**src/rtl/alu_op_scheduler_if.sv**
```systemverilog
// Request/response bundle between two command sources, the scheduler and the
// shared logic unit. The scheduler sits on the slave side.
interface alu_op_scheduler_if #(
    parameter int WIDTH = 32
);
    logic             req0_valid;
    logic             req1_valid;
    logic             req0_ready;
    logic             req1_ready;
    logic [WIDTH-1:0] req0_a;
    logic [WIDTH-1:0] req0_b;
    logic [WIDTH-1:0] req1_a;
    logic [WIDTH-1:0] req1_b;
    logic [4:0]       req0_op;
    logic [4:0]       req1_op;

    logic [WIDTH-1:0] alu_a;
    logic [WIDTH-1:0] alu_b;
    logic [4:0]       alu_op;
    logic [WIDTH-1:0] alu_result;

    logic             rsp_valid;
    logic             rsp_ready;
    logic             rsp_id;
    logic [WIDTH-1:0] rsp_result;
    logic             rsp_err;

    modport slave (
        input  req0_valid, req1_valid, req0_a, req0_b, req1_a, req1_b,
        input  req0_op, req1_op, alu_result, rsp_ready,
        output req0_ready, req1_ready, alu_a, alu_b, alu_op,
        output rsp_valid, rsp_id, rsp_result, rsp_err
    );

    modport master (
        output req0_valid, req1_valid, req0_a, req0_b, req1_a, req1_b,
        output req0_op, req1_op, alu_result, rsp_ready,
        input  req0_ready, req1_ready, alu_a, alu_b, alu_op,
        input  rsp_valid, rsp_id, rsp_result, rsp_err
    );
endinterface

```
**src/rtl/alu_op_scheduler.sv**
```systemverilog
// Round-robin scheduler sharing one combinational logic unit between two
// requesters: IDLE accepts a command, EXEC captures the result, RESP holds it.
module alu_op_scheduler #(
    parameter int WIDTH = 32
) (
    input  logic                clk,
    input  logic                rst,
    alu_op_scheduler_if.slave   bus,
    output logic                busy,
    output logic [15:0]         op_count
);

    typedef enum logic [1:0] {
        IDLE = 2'd0,
        EXEC = 2'd1,
        RESP = 2'd2
    } state_t;

    state_t           state;
    state_t           state_next;

    logic             rr_prio;      // requester that wins when both are valid
    logic             grant_valid;
    logic             grant_id;
    logic             accept;
    logic             rsp_fire;
    logic             op_legal;

    logic [WIDTH-1:0] alu_a_q;
    logic [WIDTH-1:0] alu_b_q;
    logic [4:0]       alu_op_q;
    logic             exec_id_q;
    logic [WIDTH-1:0] rsp_result_q;
    logic             rsp_err_q;
    logic             rsp_id_q;
    logic [15:0]      op_count_q;

    // NOTE: every variable assigned in always_comb gets a default first, so no
    // path through the block can leave it unassigned and infer a latch.
    always_comb begin
        grant_valid = 1'b0;
        grant_id    = 1'b0;
        if (bus.req0_valid && bus.req1_valid) begin
            grant_valid = 1'b1;
            grant_id    = rr_prio;
        end else if (bus.req0_valid) begin
            grant_valid = 1'b1;
            grant_id    = 1'b0;
        end else if (bus.req1_valid) begin
            grant_valid = 1'b1;
            grant_id    = 1'b1;
        end
    end

    assign accept         = (state == IDLE) && grant_valid && !rst;
    assign bus.req0_ready = accept && !grant_id;
    assign bus.req1_ready = accept &&  grant_id;

    assign rsp_fire = (state == RESP) && bus.rsp_ready;
    assign op_legal = (alu_op_q != 5'd0) && (alu_op_q <= 5'd12);

    always_comb begin
        state_next = state;
        unique case (state)
            IDLE:    if (grant_valid)   state_next = EXEC;
            EXEC:                       state_next = RESP;
            RESP:    if (bus.rsp_ready) state_next = IDLE;
            default:                    state_next = IDLE;
        endcase
    end

    // NOTE: sequential state is updated only with non-blocking assignments so
    // every register samples the pre-edge values of the others.
    always_ff @(posedge clk) begin
        if (rst) begin
            state <= IDLE;
        end else begin
            state <= state_next;
        end
    end

    // The alu_* registers double as the command latch: loaded on accept and
    // cleared when EXEC ends, so they read zero outside EXEC.
    always_ff @(posedge clk) begin
        if (rst) begin
            rr_prio      <= 1'b0;
            alu_a_q      <= '0;
            alu_b_q      <= '0;
            alu_op_q     <= 5'd0;
            exec_id_q    <= 1'b0;
            rsp_result_q <= '0;
            rsp_err_q    <= 1'b0;
            rsp_id_q     <= 1'b0;
            op_count_q   <= 16'd0;
        end else begin
            if (accept) begin
                alu_a_q   <= grant_id ? bus.req1_a  : bus.req0_a;
                alu_b_q   <= grant_id ? bus.req1_b  : bus.req0_b;
                alu_op_q  <= grant_id ? bus.req1_op : bus.req0_op;
                exec_id_q <= grant_id;
                rr_prio   <= ~grant_id;
            end else if (state == EXEC) begin
                alu_a_q      <= '0;
                alu_b_q      <= '0;
                alu_op_q     <= 5'd0;
                rsp_result_q <= op_legal ? bus.alu_result : '0;
                rsp_err_q    <= !op_legal;
                rsp_id_q     <= exec_id_q;
            end

            if (rsp_fire) begin
                op_count_q <= op_count_q + 16'd1;
            end
        end
    end

    assign bus.alu_a      = alu_a_q;
    assign bus.alu_b      = alu_b_q;
    assign bus.alu_op     = alu_op_q;
    assign bus.rsp_valid  = (state == RESP);
    assign bus.rsp_id     = rsp_id_q;
    assign bus.rsp_result = rsp_result_q;
    assign bus.rsp_err    = rsp_err_q;
    assign busy           = (state != IDLE);
    assign op_count       = op_count_q;

    a_ready_exclusive: assert property (@(posedge clk)
        !(bus.req0_ready && bus.req1_ready));

    a_rsp_held: assert property (@(posedge clk) disable iff (rst)
        (state == RESP && !bus.rsp_ready) |=>
        (state == RESP && $stable(rsp_result_q) && $stable(rsp_id_q) && $stable(rsp_err_q)));

endmodule
```
**src/flat_wrapper.sv**
```systemverilog
// flat-port wrapper written by rule: the top's interface ports become plain ports
module alu_op_scheduler_flat 
#(
    parameter int WIDTH = 32
)
  (clk, rst, busy, op_count, bus_req0_valid, bus_req1_valid, bus_req0_a, bus_req0_b, bus_req1_a, bus_req1_b, bus_req0_op, bus_req1_op, bus_alu_result, bus_rsp_ready, bus_req0_ready, bus_req1_ready, bus_alu_a, bus_alu_b, bus_alu_op, bus_rsp_valid, bus_rsp_id, bus_rsp_result, bus_rsp_err);
  alu_op_scheduler_if #(.WIDTH(WIDTH)) bus_i ();
  input  logic clk;
  input  logic rst;
  output logic busy;
  output logic [15:0] op_count;
  input wire logic [$bits(bus_i.req0_valid)-1:0] bus_req0_valid;
  input wire logic [$bits(bus_i.req1_valid)-1:0] bus_req1_valid;
  input wire logic [$bits(bus_i.req0_a)-1:0] bus_req0_a;
  input wire logic [$bits(bus_i.req0_b)-1:0] bus_req0_b;
  input wire logic [$bits(bus_i.req1_a)-1:0] bus_req1_a;
  input wire logic [$bits(bus_i.req1_b)-1:0] bus_req1_b;
  input wire logic [$bits(bus_i.req0_op)-1:0] bus_req0_op;
  input wire logic [$bits(bus_i.req1_op)-1:0] bus_req1_op;
  input wire logic [$bits(bus_i.alu_result)-1:0] bus_alu_result;
  input wire logic [$bits(bus_i.rsp_ready)-1:0] bus_rsp_ready;
  output wire logic [$bits(bus_i.req0_ready)-1:0] bus_req0_ready;
  output wire logic [$bits(bus_i.req1_ready)-1:0] bus_req1_ready;
  output wire logic [$bits(bus_i.alu_a)-1:0] bus_alu_a;
  output wire logic [$bits(bus_i.alu_b)-1:0] bus_alu_b;
  output wire logic [$bits(bus_i.alu_op)-1:0] bus_alu_op;
  output wire logic [$bits(bus_i.rsp_valid)-1:0] bus_rsp_valid;
  output wire logic [$bits(bus_i.rsp_id)-1:0] bus_rsp_id;
  output wire logic [$bits(bus_i.rsp_result)-1:0] bus_rsp_result;
  output wire logic [$bits(bus_i.rsp_err)-1:0] bus_rsp_err;
  assign bus_i.req0_valid = bus_req0_valid;
  assign bus_i.req1_valid = bus_req1_valid;
  assign bus_i.req0_a = bus_req0_a;
  assign bus_i.req0_b = bus_req0_b;
  assign bus_i.req1_a = bus_req1_a;
  assign bus_i.req1_b = bus_req1_b;
  assign bus_i.req0_op = bus_req0_op;
  assign bus_i.req1_op = bus_req1_op;
  assign bus_i.alu_result = bus_alu_result;
  assign bus_i.rsp_ready = bus_rsp_ready;
  assign bus_req0_ready = bus_i.req0_ready;
  assign bus_req1_ready = bus_i.req1_ready;
  assign bus_alu_a = bus_i.alu_a;
  assign bus_alu_b = bus_i.alu_b;
  assign bus_alu_op = bus_i.alu_op;
  assign bus_rsp_valid = bus_i.rsp_valid;
  assign bus_rsp_id = bus_i.rsp_id;
  assign bus_rsp_result = bus_i.rsp_result;
  assign bus_rsp_err = bus_i.rsp_err;
  alu_op_scheduler #(.WIDTH(WIDTH)) u_core (.clk(clk), .rst(rst), .bus(bus_i), .busy(busy), .op_count(op_count));
endmodule
```
**config.mk**
```make
export PLATFORM = sky130hd
export DESIGN_NAME = alu_op_scheduler_flat
export DESIGN_NICKNAME = d
export VERILOG_FILES = /design/src/rtl/alu_op_scheduler_if.sv /design/src/rtl/alu_op_scheduler.sv /design/src/flat_wrapper.sv
export SDC_FILE = /design/constraint.sdc
export NUM_CORES = 1
export LEC_CHECK = 0
export ABC_CLOCK_PERIOD_IN_PS = 2790
export CAP_MARGIN = 20
export CORE_MARGIN = 2
export CORE_UTILIZATION = 43
export CTS_CLUSTER_SIZE = 12
export DETAILED_ROUTE_END_ITERATION = 8
export PLACE_DENSITY = 0.92
export RECOVER_POWER = 25
export SYNTH_ARGS = -nofsm -noshare
export SYNTH_HDL_FRONTEND = slang
export SYNTH_SLANG_ARGS = --single-unit
```
**constraint.sdc**
```tcl
create_clock -name clk -period 2.79 [get_ports clk]
set_clock_uncertainty 0.2 [all_clocks]
set_input_delay 0.279 -clock clk [delete_from_list [all_inputs] [get_ports clk]]
set_output_delay 0.279 -clock clk [all_outputs]
set_load 0.005 [all_outputs]
```
==> results of run 1 <==
## through the flow
step | setup slack [ns] | instances | utilization | hold slack [ns] | area, um^2
3_5_place_dp | 0.1425 | 966 | 0.6831 | 0.2622 | 8691
2_1_floorplan | 0.8884 | 540 | - | 0.1951 | 5655
5_1_grt | 0.1121 | 1000 | 0.7301 | 0.2885 | 9289
3_3_place_gp | 0.2651 | 966 | 0.6831 | 0.2437 | 8691
6_report | 0.1504 | 1000 | 0.7301 | 0.2663 | 9289
4_1_cts | 0.1807 | 999 | 0.7285 | 0.2639 | 9268
## metal layers
layer  share of wire  wire (um)  vias to the layer above
met5               0          0                        -
met4           0.044        861                        0
met3           0.071       1373                       62
met2            0.52      10050                      252
met1            0.37       7176                     2599
li1                -          -                     2551
## cell families (layout without fill, tap and decap cells)
kind of cell | Yosys count | in the layout | synth area share
simple gates | 223 | 223 | 0.2354
compound gates | 124 | 124 | 0.2555
flops | 123 | 123 | 0.4354
buf+inv | 59 | 347 | 0.05531
xor+xnor | 8 | 8 | 0.01239
mux | 2 | 2 | 0.003761
fa+ha+maj | 1 | 1 | 0.002212
## registers in the layout, indices dropped and copies added (netlist names)
name                   flops
u_core.state               2
u_core.bus.alu_a          32
u_core.bus.rsp_result     32
u_core.bus.rsp_id          1
u_core.rr_prio             1
u_core.bus.alu_b          32
u_core.exec_id_q           1
u_core.bus.alu_op          5
u_core.bus.rsp_err         1
u_core.op_count           16
## what timing repair did
action | 4_1_cts | 5_1_grt
hold endpoints to repair | 2 | 0
buffers inserted | 0 | 0
hold buffers | 1 | 0
## critical path, cell delays in order (launching register included)
cell and delay [ns]:
dfxtp_1 0.40, or3b_1 0.47, a211oi_4 0.26, clkdlybuf4s50_1 0.61
## cells in the mapped netlist, types with 2 or more instances
cell | count | share of area
nor3_2 | 64 | 0.11
a21oi_1 | 9 | 0.0080
a221oi_2 | 69 | 0.18
nand2b_1 | 5 | 0.0055
o21ai_0 | 2 | 0.0018
nor2_1 | 117 | 0.078
nand2_1 | 6 | 0.0040
or3_1 | 2 | 0.0022
inv_1 | 7 | 0.0046
buf_6 | 7 | 0.014
buf_4 | 2 | 0.0027
a21o_1 | 2 | 0.0027
a311oi_1 | 2 | 0.0031
nor4_1 | 4 | 0.0044
buf_1 | 3 | 0.0020
clkbuf_1 | 23 | 0.015
a31o_2 | 2 | 0.0031
xnor2_1 | 6 | 0.0093
nand3_1 | 7 | 0.0062
xor2_1 | 2 | 0.0031
buf_2 | 16 | 0.014
nor3_1 | 9 | 0.0080
dfxtp_1 | 123 | 0.44
nor4_2 | 2 | 0.0044
nor2b_1 | 2 | 0.0022
a22oi_1 | 32 | 0.042
## worst max path at each step
stage,to,slack [ns],cells after the start
final,bus_req0_ready,0.15,3
after global routing,bus_req0_ready,0.11,3
after CTS,bus_req0_ready,0.18,3
after detailed placement,u_core.bus.alu_a[25],0.14,6
after global placement,u_core.bus.alu_a[18],0.27,6
after floorplan,u_core.bus.alu_a[0],0.89,6
## power breakdown
part,switching [mW],internal (mW),total [mW]
Clock,0.754,1.33,2.08
Combinational,0.605,0.694,1.30
Sequential,0.0901,1.91,2.00
## final cells by class
type | count | area, um^2
inverter | 7 | 26.28
fill | 901 | 3433
timing repair buffer | 308 | 3109
sequential | 123 | 2462
tap | 172 | 215.2
multi-input combinational | 358 | 2909
clock inverter | 8 | 65.06
clock buffer | 24 | 501.7
==> out/results.txt, run 1 <==
# rows -> 41
Vias/cell -> 5.464
Clk buf depth -> 2
Routability cong. -> 0.8089
Register-to-register setup slack -> 0.46 ns
Warnings from Yosys -> 0
Top-Level Pins -> 298
Post-CTS Resized -> 0
CTS buffer count -> 17
Grt met2 use -> 0.4709
First-pass GRT wire length -> 30.65 mm
Core area -> 0.01272 mm^2
Hold Path Origin -> u_core.bus.rsp_err
Gr usage total -> 0.2746
RSZ-0062 raised after global routing -> no
# DRC -> 0
Setup Total Neg Slack -> 0 ns
Fin crit period -> 2.640 ns
ANT cells -> 0
Grt peak-use layer -> met2
Drt wl/cell -> 19.47 um
Height of the die -> 118.7 um
Slew Limit Headroom -> 0.4944
DR vias -> 5,464
Largest net degree at the start of global routing -> 125
Critical path origin -> u_core.state[1]
Most common cell after layout, fill and taps aside -> clkdlybuf4s50_1
Clock Latency Late Sink -> 0.41 ns
Clk sinks -> 123
Worst hold endpoint -> u_core.bus.rsp_err
Status -> completed
Final Hold Fails -> 0
Yosys reg bits -> 123
Startpoint Class -> register
Total Power -> 5.378 mW
DP Wirelength -> 13.34 mm
Synth Flop Type -> dfxtp_1
Syn nets -> 716
Initial antenna violation count -> 0
Crit share post-route -> 0.9461
FF-to-FF path depth -> 5
Routing usage on met1 -> 0.2972
FF-to-FF End -> u_core.bus.alu_a[25]
CTS tree -> yes
Peak VDD IR -> 0.3448 mV
Clock H-tree levels -> 4
Crit Path Category -> register to primary output
Ys async rst share -> 0
Clock-pin slew on the worst setup and hold paths -> 0.05 ns
Avg Synthesized Cell Area -> 10.47 um^2
Hold path depth -> 2
Remaining Overflow, GRT -> 0
Max-cap violations -> 0
Die width -> 118.7 um
Share of cells above drive strength 1 -> 0.2186
First-pass DRT Iterations -> 4
WP data required -> 2.31 ns
Slew Limit Fails -> 0
Pwr/cell area -> 579.0 mW/mm^2
Root Driver -> clkbuf_16
Crit. End Element -> primary output
Number of enable flip-flop cells after synthesis -> 0
Die area -> 0.01408 mm^2
Most frequent cells in the layout -> 240 x clkdlybuf4s50_1, 123 x dfxtp_1, 117 x nor2_1
Wirelength, routed -> 19.47 mm
Met3 usage -> 0.08639
Hold crit path type -> register to register
Worst endpoint data arrival time -> 2.16 ns
Vias in the first global route -> 5,784
Layout area overhead -> 64.25%
Mapped Area -> 0.005655 mm^2
Post-route antenna net violation count -> 0
Leakage -> 3.561 nW
Setup-failing EPs final -> 0
Crit-path max FO -> 7
Synth unique cells -> 41
Worst-margin pin slew -> 0.7583 ns
Initial core utilization -> 0.4445
I/O Buffers -> 297
Layout Nets -> 991
Post-synthesis sequential area ratio -> 0.4354
Maximum clock frequency -> 0.3788 GHz
Post-Synthesis Cells -> 540
DRT iter0 DRCs -> 314
Worst r2r src -> u_core.state[1]
No activity file was read; power rests on OpenSTA's default activity.
==> inputs of run 2 (changes only) <==
- CORE_UTILIZATION: 43 -> 44
- CTS_BUF_LIST: default -> sky130_fd_sc_hd__clkbuf_4
- PLACE_DENSITY: 0.92 -> 0.93
==> out/results.txt, run 2 (same netlist as run 1, synthesis figures left out) <==
Status -> completed
WP data required -> 2.31 ns (about the same)
RSZ-0062 raised after global routing -> no
Die width -> 117.4 um (-1.1%)
Seq pwr share -> 0.444 (+0.073)
Initial core utilization -> 0.4500 (+0.005443)
Gr usage total -> 0.2623 (-0.01227)
Most frequent cells in the layout -> 277 x clkdlybuf4s50_1, 123 x dfxtp_1, 117 x nor2_1
Slowest cell on the critical path -> clkdlybuf4s50_1
Leakage -> 3.316 nW (-6.9%)
Worst endpoint data arrival time -> 2.13 ns (-0.03 ns)
Total Power -> 4.471 mW (-17%)
Fin crit period -> 2.608 ns (-0.03136 ns)
Remaining Overflow, GRT -> 0 (unchanged)
Height of the die -> 117.4 um (-1.1%)
Slew Limit Fails -> 0 (unchanged)
DRT iter0 DRCs -> 323 (+2.9%)
I/O Buffers -> 297 (unchanged)
Most common cell after layout, fill and taps aside -> clkdlybuf4s50_1
Crit. End Element -> primary output
DP Wirelength -> 13.14 mm (-1.5%)
Clk buf depth -> 2 (unchanged)
Vias in the first global route -> 5,503 (-4.9%)
Clock-pin slew on the worst setup and hold paths -> 0.11 ns (+0.06 ns)
Postcts setup bufs -> 0 (unchanged)
CTS buffer count -> 17 (unchanged)
Layout area overhead -> 59.29%
Int Power -> 3.057 mW (-22%)
Register-to-register setup slack -> 0.53 ns (+0.07 ns)
DR vias -> 5,392 (-1.3%)
First-pass DRT Iterations -> 4 (unchanged)
First-pass GRT wire length -> 29.07 mm (-5.2%)
Pwr/cell area -> 496.3 mW/mm^2 (-14%)
Core area -> 0.01257 mm^2 (-1.2%)
Worst-margin pin slew -> 0.9272 ns (+0.1689 ns)
Routability cong. -> 0.8349 (+3.2%)
Slowest cell delay on critical path -> 0.55 ns (-0.06 ns)
Vias/cell -> 5.376 (-1.6%)
Clk sinks -> 123 (unchanged)
Initial antenna violation count -> 0 (unchanged)
Clock H-tree levels -> 4 (unchanged)
Crit Path Category -> register to primary output
ANT cells -> 0 (unchanged)
Crit share post-route -> 0.9348 (-0.01124)
Worst path top cell family by delay -> simple AND/OR/NAND/NOR gates
Clock Latency Late Sink -> 0.57 ns (+0.16 ns)
Top routing layer in use -> met4
Clock network power share -> 0.261 (-0.126)
Peak VDD IR -> 0.3294 mV (-4.5%)
Slew Limit Headroom -> 0.3818 (-0.1126)
CTS tree -> yes
Setup-failing EPs final -> 0 (unchanged)
WL met2 -> 9.469 mm (-5.8%)
WP buf/inv -> 1 (unchanged)
Setup Total Neg Slack -> 0 ns (unchanged)
Maximum clock frequency -> 0.3834 GHz (+1.2%)
Cells along the critical path -> nor2_1 -> and4b_4 -> clkdlybuf4s50_1
Net Sw Frac -> 0.3163 (+0.04693)
Post-Route M1 WL -> 7.027 mm (-2.1%)
Dpl cells -> 970 (+0.41%)
Met3 wire length -> 1.336 mm (-2.7%)
Hold crit path type -> input port to register
# DRC -> 0 (unchanged)
Final Hold Fails -> 0 (unchanged)
Top-Level Pins -> 298 (unchanged)
Largest net degree at the start of global routing -> 70 (-44%)
Fill count -> 880 (-2.3%)
# rows -> 41 (unchanged)
Root Driver -> clkbuf_4
Post-route antenna net violation count -> 0 (unchanged)
Share of cells above drive strength 1 -> 0.2226 (+0.004024)
Layout Nets -> 994 (+0.30%)
Hold_ws -> 0.1342 ns (-0.1321 ns)
Max-cap violations -> 0 (unchanged)
Non-filler instance count after layout -> 1,003 (+0.30%)
Startpoint Class -> register
Net Sw Power -> 1.414 mW (-2.4%)
Crit-path max FO -> 7 (unchanged)
Wirelength, routed -> 18.33 mm (-5.8%)
Comb power frac -> 0.295 (+0.053)
Die area -> 0.01378 mm^2 (-2.2%)
Drt wl/cell -> 18.28 um (-6.1%)
-- run 2: cell type report --
| type | instances | area (um^2) | share of cell area |
|---|---|---|---|
| Clock inverter | 15 | 127.6 | 0.01417 |
| Multi-Input combinational cell | 358 | 2909 | 0.3229 |
| Inverter | 7 | 26.28 | 0.002917 |
| Sequential cell | 123 | 2462 | 0.2733 |
| Tap cell | 172 | 215.2 | 0.02389 |
| Clock buffer | 17 | 127.6 | 0.01417 |
| Timing Repair Buffer | 311 | 3141 | 0.3486 |
-- run 2: through the flow --
step	utilization	worst slack (ns)	instance area, um^2
global placement	0.6959	0.2881	8746
finish	0.7168	0.1818	9009
global route	0.7168	0.06143	9009
CTS	0.7170	0.04101	9011
floorplan	-	0.8884	5655
detailed placement	0.6959	0.2018	8746
-- run 2: path summary, 6_finish.rpt --
path,to,from,cells past startpoint
hold / removal,u_core.bus.rsp_result[3],bus_alu_result[3],3
setup / recovery,bus_req1_ready,u_core.state[1],3
hold reg to reg,u_core.bus.rsp_err,u_core.bus.rsp_err,2
setup reg to reg,u_core.op_count[12],u_core.state[1],4
-- run 2: timing repair --
item	in CTS	in global routing
endpoints found under the setup margin	0	1
hold buffers	1	0
resized for setup	0	1
hold endpoints to repair	3	0
-- run 2: worst min-delay path, cell delays in order --
cell and delay (ns):
clkdlybuf4s50_1 0.45, a22oi_1 0.06, nor2_1 0.08
-- run 2: layer usage --
| layer | up-vias | GRT usage |
|---|---|---|
| met3 | 41 | 0.08123 |
| li1 | 2565 | - |
| met2 | 236 | 0.4554 |
| met1 | 2550 | 0.2924 |
| met5 | - | 0 |
| met4 | 0 | 0.1242 |
-- run 2: power by group through the flow --
stage          registers [mW]  clock network [mW]  logic, mW
6_report                 1.99                1.17       1.32
5_1_grt                  2.00                1.27       1.41
4_1_cts                  1.99                1.18       1.34
3_5_place_dp             2.03                   0       1.33
3_3_place_gp             2.02                   0       1.29
2_1_floorplan            2.03                   0      0.623
